File: src/rtl/tm_sch_pkg.sv
// Shared types and the round-robin pick helper for the fourth-level
// scheduler control-memory read arbiter.
package tm_sch_pkg;

    localparam int FOURTH_LVL_QUEUE_ID_NBITS = 8;
    localparam int FOURTH_LVL_SCH_ID_NBITS   = 6;
    localparam int TM_SCH_N_REQ              = 4;
    localparam int RR_MAX_REQ                = 8;

    typedef logic [$clog2(TM_SCH_N_REQ)-1:0] req_id_t;

    // One-hot winner: first set bit at or after ptr, wrapping at n_req.
    function automatic logic [RR_MAX_REQ-1:0] rr_pick(
        input logic [RR_MAX_REQ-1:0] req,
        input logic [2:0]            ptr,
        input int                    n_req
    );
        logic [RR_MAX_REQ-1:0] pick;
        logic                  found;
        logic [2:0]            idx;
        pick  = '0;
        found = 1'b0;
        for (int i = 0; i < RR_MAX_REQ; i++) begin
            idx = 3'((int'(ptr) + i) % n_req);
            if (i < n_req && !found && req[idx]) begin
                pick[idx] = 1'b1;
                found     = 1'b1;
            end
        end
        return pick;
    endfunction

endpackage

File: src/rtl/tm_sch_tag_fifo.sv
// Tag FIFO remembering which requester owns each in-flight memory read.
// Same-cycle push/pop allowed, pop on empty ignored, head is combinational.
module tm_sch_tag_fifo #(
    parameter int W     = 2,
    parameter int DEPTH = 4
) (
    input  logic         clk,
    input  logic         rstn,
    input  logic         push,
    input  logic [W-1:0] din,
    input  logic         pop,
    output logic [W-1:0] head,
    output logic         empty
);

    localparam int AW = $clog2(DEPTH);

    logic [W-1:0]  mem_q [DEPTH];
    logic [AW-1:0] wr_ptr_q, wr_ptr_d;
    logic [AW-1:0] rd_ptr_q, rd_ptr_d;
    logic [AW:0]   cnt_q, cnt_d;
    logic          full;
    logic          do_push;
    logic          do_pop;

    always_comb begin
        empty    = (cnt_q == '0);
        full     = (cnt_q == (AW+1)'(DEPTH));
        do_pop   = pop && !empty;
        do_push  = push && (!full || do_pop);
        wr_ptr_d = do_push ? wr_ptr_q + AW'(1) : wr_ptr_q;
        rd_ptr_d = do_pop  ? rd_ptr_q + AW'(1) : rd_ptr_q;
        cnt_d    = cnt_q;
        if (do_push && !do_pop) begin
            cnt_d = cnt_q + (AW+1)'(1);
        end else if (!do_push && do_pop) begin
            cnt_d = cnt_q - (AW+1)'(1);
        end
        head = mem_q[rd_ptr_q];
    end

    always_ff @(posedge clk) begin
        if (do_push) begin
            mem_q[wr_ptr_q] <= din;
        end
    end

    always_ff @(posedge clk or negedge rstn) begin
        if (!rstn) begin
            wr_ptr_q <= '0;
            rd_ptr_q <= '0;
            cnt_q    <= '0;
        end else begin
            wr_ptr_q <= wr_ptr_d;
            rd_ptr_q <= rd_ptr_d;
            cnt_q    <= cnt_d;
        end
    end

endmodule

File: src/rtl/tm_sch_pri_rd_arb.sv
// Round-robin arbiter sharing one control-memory read port among N_REQ
// scheduler engines; returned entries are routed back by issue-order tag.
module tm_sch_pri_rd_arb
    import tm_sch_pkg::*;
#(
    parameter int WIDTH       = FOURTH_LVL_QUEUE_ID_NBITS << 1,
    parameter int DEPTH_NBITS = FOURTH_LVL_SCH_ID_NBITS,
    parameter int N_REQ       = TM_SCH_N_REQ,
    parameter int MAX_OUTST   = 4
) (
    input  logic                         clk,
    input  logic                         rstn,
    input  logic [N_REQ-1:0]             req,
    input  logic [N_REQ*DEPTH_NBITS-1:0] req_raddr,
    output logic [N_REQ-1:0]             gnt,
    output logic [N_REQ-1:0]             rsp_ack,
    output logic [WIDTH-1:0]             rsp_rdata,
    output logic                         mem_rd,
    output logic [DEPTH_NBITS-1:0]       mem_raddr,
    input  logic                         mem_ack,
    input  logic [WIDTH-1:0]             mem_rdata,
    output logic [$clog2(MAX_OUTST):0]   outst_cnt,
    output logic                         err_unexp_ack
);

    localparam int ID_W  = $clog2(N_REQ);
    localparam int CNT_W = $clog2(MAX_OUTST) + 1;
    localparam logic [CNT_W-1:0] MAX_CNT = CNT_W'(MAX_OUTST);

    logic [N_REQ-1:0]       rsp_ack_q, rsp_ack_d;
    logic [WIDTH-1:0]       rsp_rdata_q, rsp_rdata_d;
    logic                   mem_rd_q, mem_rd_d;
    logic [DEPTH_NBITS-1:0] mem_raddr_q, mem_raddr_d;
    logic [CNT_W-1:0]       outst_cnt_q, outst_cnt_d;
    logic                   err_q, err_d;
    logic [ID_W-1:0]        rr_ptr_q, rr_ptr_d;

    logic [RR_MAX_REQ-1:0]  req_pad;
    logic [2:0]             ptr_pad;
    logic [RR_MAX_REQ-1:0]  pick;
    logic                   pick_unused;
    logic [N_REQ-1:0]       gnt_vec;
    logic [ID_W-1:0]        win_id;
    logic [DEPTH_NBITS-1:0] win_addr;
    logic                   issue;
    logic                   ack_valid;
    logic [ID_W-1:0]        fifo_head;
    logic                   fifo_empty;

    always_comb begin
        req_pad                = '0;
        req_pad[N_REQ-1:0]     = req;
        ptr_pad                = '0;
        ptr_pad[ID_W-1:0]      = rr_ptr_q;
        pick                   = rr_pick(req_pad, ptr_pad, N_REQ);
    end

    assign pick_unused = ^pick;

    always_comb begin
        // An ack frees a slot in the same cycle, so a full arbiter can still issue.
        ack_valid = mem_ack && !fifo_empty;
        issue     = (|req) && ((outst_cnt_q != MAX_CNT) || ack_valid);
        gnt_vec   = issue ? pick[N_REQ-1:0] : '0;
        win_id    = '0;
        win_addr  = '0;
        for (int i = 0; i < N_REQ; i++) begin
            if (pick[i]) begin
                win_id   = ID_W'(i);
                win_addr = req_raddr[i*DEPTH_NBITS +: DEPTH_NBITS];
            end
        end
    end

    always_comb begin
        mem_rd_d    = issue;
        mem_raddr_d = issue ? win_addr : mem_raddr_q;
        rr_ptr_d    = rr_ptr_q;
        if (issue) begin
            rr_ptr_d = (win_id == ID_W'(N_REQ-1)) ? '0 : win_id + ID_W'(1);
        end
        outst_cnt_d = outst_cnt_q;
        if (issue && !ack_valid) begin
            outst_cnt_d = outst_cnt_q + CNT_W'(1);
        end else if (!issue && ack_valid) begin
            outst_cnt_d = outst_cnt_q - CNT_W'(1);
        end
        for (int i = 0; i < N_REQ; i++) begin
            rsp_ack_d[i] = ack_valid && (fifo_head == ID_W'(i));
        end
        rsp_rdata_d = ack_valid ? mem_rdata : rsp_rdata_q;
        err_d       = err_q || (mem_ack && fifo_empty);
    end

    always_ff @(posedge clk or negedge rstn) begin
        if (!rstn) begin
            rsp_ack_q   <= '0;
            rsp_rdata_q <= '0;
            mem_rd_q    <= 1'b0;
            mem_raddr_q <= '0;
            outst_cnt_q <= '0;
            err_q       <= 1'b0;
            rr_ptr_q    <= '0;
        end else begin
            rsp_ack_q   <= rsp_ack_d;
            rsp_rdata_q <= rsp_rdata_d;
            mem_rd_q    <= mem_rd_d;
            mem_raddr_q <= mem_raddr_d;
            outst_cnt_q <= outst_cnt_d;
            err_q       <= err_d;
            rr_ptr_q    <= rr_ptr_d;
        end
    end

    tm_sch_tag_fifo #(
        .W     (ID_W),
        .DEPTH (MAX_OUTST)
    ) u_tag_fifo (
        .clk   (clk),
        .rstn  (rstn),
        .push  (issue),
        .din   (win_id),
        .pop   (ack_valid),
        .head  (fifo_head),
        .empty (fifo_empty)
    );

    assign gnt           = gnt_vec;
    assign rsp_ack       = rsp_ack_q;
    assign rsp_rdata     = rsp_rdata_q;
    assign mem_rd        = mem_rd_q;
    assign mem_raddr     = mem_raddr_q;
    assign outst_cnt     = outst_cnt_q;
    assign err_unexp_ack = err_q;

endmodule

File: config.mk
export PLATFORM = sky130hd
export DESIGN_NAME = tm_sch_pri_rd_arb
export DESIGN_NICKNAME = d
export VERILOG_FILES = /design/src/rtl/tm_sch_pkg.sv /design/src/rtl/tm_sch_tag_fifo.sv /design/src/rtl/tm_sch_pri_rd_arb.sv
export SDC_FILE = /design/constraint.sdc
export NUM_CORES = 1
export LEC_CHECK = 0
export ABC_AREA = 1
export BUFFER_PORTS_ARGS = -buffer_cell sky130_fd_sc_hd__buf_2
export CAP_MARGIN = 40
export CORE_ASPECT_RATIO = 1.5
export CORE_UTILIZATION = 46
export DETAILED_ROUTE_END_ITERATION = 12
export GPL_TIMING_DRIVEN = 0
export PLACE_DENSITY = 0.85
export SLEW_MARGIN = 0
export SYNTH_ARGS = -nofsm -noshare
export SYNTH_HDL_FRONTEND = slang
export SYNTH_SLANG_ARGS = --single-unit
File: constraint.sdc
create_clock -name clk -period 2.1 [get_ports clk]
set_input_delay 0.21 -clock clk [delete_from_list [all_inputs] [get_ports clk]]
set_output_delay 0.21 -clock clk [all_outputs]
set_load 0.02 [all_outputs]
==> flow_metrics.tcl <==
set metrics [dict create \
    post-route-drc-count 0 \
    worst_pin_slew_ns 0.398 \
    layout.cells.most_common_list "nand2_1 (104), buf_2 (77), dfrtp_1 (37), nor2_1 (27)" \
    maxSlewHeadroom_pct 73.5 \
    synthesis.nets 393 \
    min_path_type "in2reg" \
    cp_endpoint_kind "primary output" \
    io_pins 82 \
    drv_cap 0 \
    cellInternalPower_mw 3.62 \
    grt_first_pass_wirelength_um 10600 \
    max-clock-path-buffers 2 \
    total_leakage_power_nw 1.97 \
    vias_per_std_cell 5.01 \
    initial_core_util_pct 48.3 \
    seq_power_share_pct 24.9 \
    die_y_um 95.3 \
    netlist-cell-type-count 30 \
    path_max_fanout 7 \
    power.density_cell_area_mw_per_mm2 1870 \
    num_antenna_cells 0 \
    fin_ws_ns -0.0939 \
    final_layout_size_suffix_gt1_share_pct 41.1 \
    ctsHtreeMaxLevel 2 \
    synth_top_area_cell "dfrtp_1" \
    power_mw 7.00 \
    cts.sinks 48 \
    finalHoldViolCount 0 \
    worst_ep_required_time_ns 1.89 \
    postSynth.asyncResetShare_pct 83.3 \
    place.gp.congestion 0.862 \
    port-buffer-count 81 \
    routed_wl_um 6930 \
    synth_ff_type "dfrtp_1" \
    vias 2581 \
    cts-root-buf "clkbuf_8" \
    synth-seq-cells 48 \
    grt_start_max_net_pins 40 \
    worstSetupStartpointType "register" \
    comb_power_share_pct 67.0 \
    path_clk_slew_ns 0.08 \
    power.net_switching_mw 3.38 \
    drt_iter0_drc 154 \
    setup-violations-final 5 \
    netlist_instances 331 \
    peakVddDrop_mv 1.44 \
    route.detailed.wl_per_inst_um 13.5 \
    grt_antenna_before_repair 0 \
    dp.final_hpwl_um 4610 \
    overflow 0 \
    critical_path_start_end_classification "reg2out" \
    yosysWarningCount 0 \
    timing.fmax_mhz 456 \
    final_cell_count_no_fill 515 \
    synth.yosys.seq_area_share_pct 46.5 \
    run_status "finished with violations" \
    switching_part_of_the_total_power_pct 48.3 \
    netlist_top_cells_area "dfrtp_1 (37%), nand2_1 (17%), edfxtp_1 (9.0%), ha_1 (6.1%), nand3_1 (6.0%)" \
    minimum_clock_period_ns 2.19 \
    core_area_mm2 0.00553 \
    finClkSkew_ns 0.00758 \
    clk-insertion-delay-late_ns 0.30 \
    min_period_over_period_pct 104 \
    worst_ep_arrival_time_ns 1.98 \
    synth.top_cell.area_share_pct 37.5 \
    gr-usage-all-layers_pct 22.7 \
    cts_made_buffers 5 \
    dieWidth_um 64.2 \
    final_net_count 506 \
    first_global_vias 2513 \
    dieArea_mm2 0.00612 \
    rsz0062_at_grt "yes" \
    share_clk_of_total_power_pct 8.1 \
    report.final.slew_viol_count 0 \
    syn_area_per_cell_um2 8.07 \
    violations "setup timing" \
    postRouteAntennaNets 0 \
    post_synth_instance_area_mm2 0.00267 \
    post-place-cells 483 \
    flow.area_growth_from_synthesis_pct 40.1 \
    number_of_iterations_in_the_first_detailed_routing_pass 4 \
    tritoncts "yes" \
    synth-edff-count 8 \
    layout_commonest_cell "nand2_1" \
    fp-row-count 33 \
]
timing repair:
action | in CTS | in global routing
buffers inserted | 16 | 7
pin swaps | 17 | 12
hold endpoints to repair | 40 | 0
hold buffers | 1 | 0
endpoints found under the setup margin | 19 | 11
gates resized for setup | 33 | 33
per-layer routing:
metal,up-vias,GRT usage [%],share of wire [%]
met3,12,3.35,2.4
li1,1277,-,-
met4,0,13.7,2.4
met5,-,0,0
met2,54,43.7,58
met1,1238,22.5,37
flip-flops by register name (all words and copies together), names as in the netlist:
name / count
rsp_ack: 4
outst_cnt: 3
u_tag_fifo.wr_ptr_q: 2
u_tag_fifo.cnt_q: 3
rr_ptr_q: 2
u_tag_fifo.rd_ptr_q: 2
err_unexp_ack: 1
mem_raddr: 6
mem_rd: 1
u_tag_fifo.mem_q: 8
rsp_rdata: 16
stage by stage:
stage | setup WS (ns) | utilization (%) | TNS (ns) | instance area, um^2 | hold slack (ns)
finish | -0.0939 | 67.6 | -0.377 | 3740 | 0.0962
global route | -0.183 | 67.6 | -1.13 | 3740 | 0.106
CTS | -0.0284 | 64.5 | -0.0501 | 3570 | 0.0885
detailed placement | -0.292 | 58.7 | -1.72 | 3250 | 0.0113
global placement | -0.276 | 58.3 | -1.40 | 3230 | 0.367
floorplan | 0.000265 | - | 0 | 2730 | -0.0856
power groups by stage:
| stage | Sequential [mW] | Clock, mW | Combinational, mW |
|---|---|---|---|
| floorplan | 2.04 | 0 | 2.36 |
| global placement | 1.77 | 0 | 3.41 |
| detailed placement | 1.79 | 0 | 3.54 |
| CTS | 1.73 | 0.579 | 4.08 |
| global route | 1.79 | 0.611 | 5.10 |
| finish | 1.75 | 0.566 | 4.69 |
cells in the mapped netlist, types with 3 or more instances:
master,number
a21oi_1,11
clkbuf_1,3
inv_2,4
nand2_1,118
ha_1,13
inv_1,25
nor2_1,32
a21boi_0,6
dfrtp_1,40
xor2_1,4
nand3_1,32
edfxtp_1,8
nand2_2,8
o21ai_0,4
area by class of cell:
| cell class | count | area (um^2) |
|---|---|---|
| buffer | 4 | 33.8 |
| clock buffer | 7 | 86.3 |
| clock inverter | 1 | 6.26 |
| fill | 435 | 1790 |
| inverter | 30 | 130 |
| multi-input combinational | 249 | 1520 |
| sequential | 48 | 1240 |
| tap | 70 | 87.6 |
| timing repair buffer | 106 | 629 |
cells by family (layout without fill, tap and decap cells):
| family | count (synthesis) | in the layout | share of synthesized area, % |
|---|---|---|---|
| AOI/OAI and AO/OA | 25 | 25 | 5.53 |
| xor gates and xnor gates | 6 | 6 | 1.97 |
| adders and majority gates | 15 | 15 | 7.59 |
| buffers and inverters | 34 | 148 | 4.83 |
| DFF | 48 | 48 | 46.5 |
| muxes | 2 | 2 | 0.843 |
| and+or+nand+nor | 201 | 201 | 32.8 |
worst paths after layout:
| check | startpoint | slack, ns | to | cells after the start |
|---|---|---|---|---|
| max | rr_ptr_q[0] | -0.09 | gnt[3] | 12 |
| min | mem_rdata[13] | 0.1 | rsp_rdata[13] | 3 |
| max reg2reg | rr_ptr_q[0] | -0.06 | rr_ptr_q[0] | 16 |
| min reg2reg | rsp_rdata[10] | 0.48 | rsp_rdata[10] | 2 |
| max in group asynchronous | rstn | 1.47 | rr_ptr_q[1] | 3 |
| min in group asynchronous | rstn | 0.23 | mem_raddr[2] | 2 |
critical path: stages (launching register included):
cell	delay [ns]
dfrtp_2	0.41
clkinv_4	0.08
buf_4	0.15
nand2_2	0.11
nand3_4	0.12
nand2_4	0.13
nand2_2	0.08
nor2_4	0.17
nand2_1	0.08
nand2_2	0.10
inv_4	0.06
nor2_4	0.08
buf_6	0.12
No activity file was read; power rests on OpenSTA's default activity.
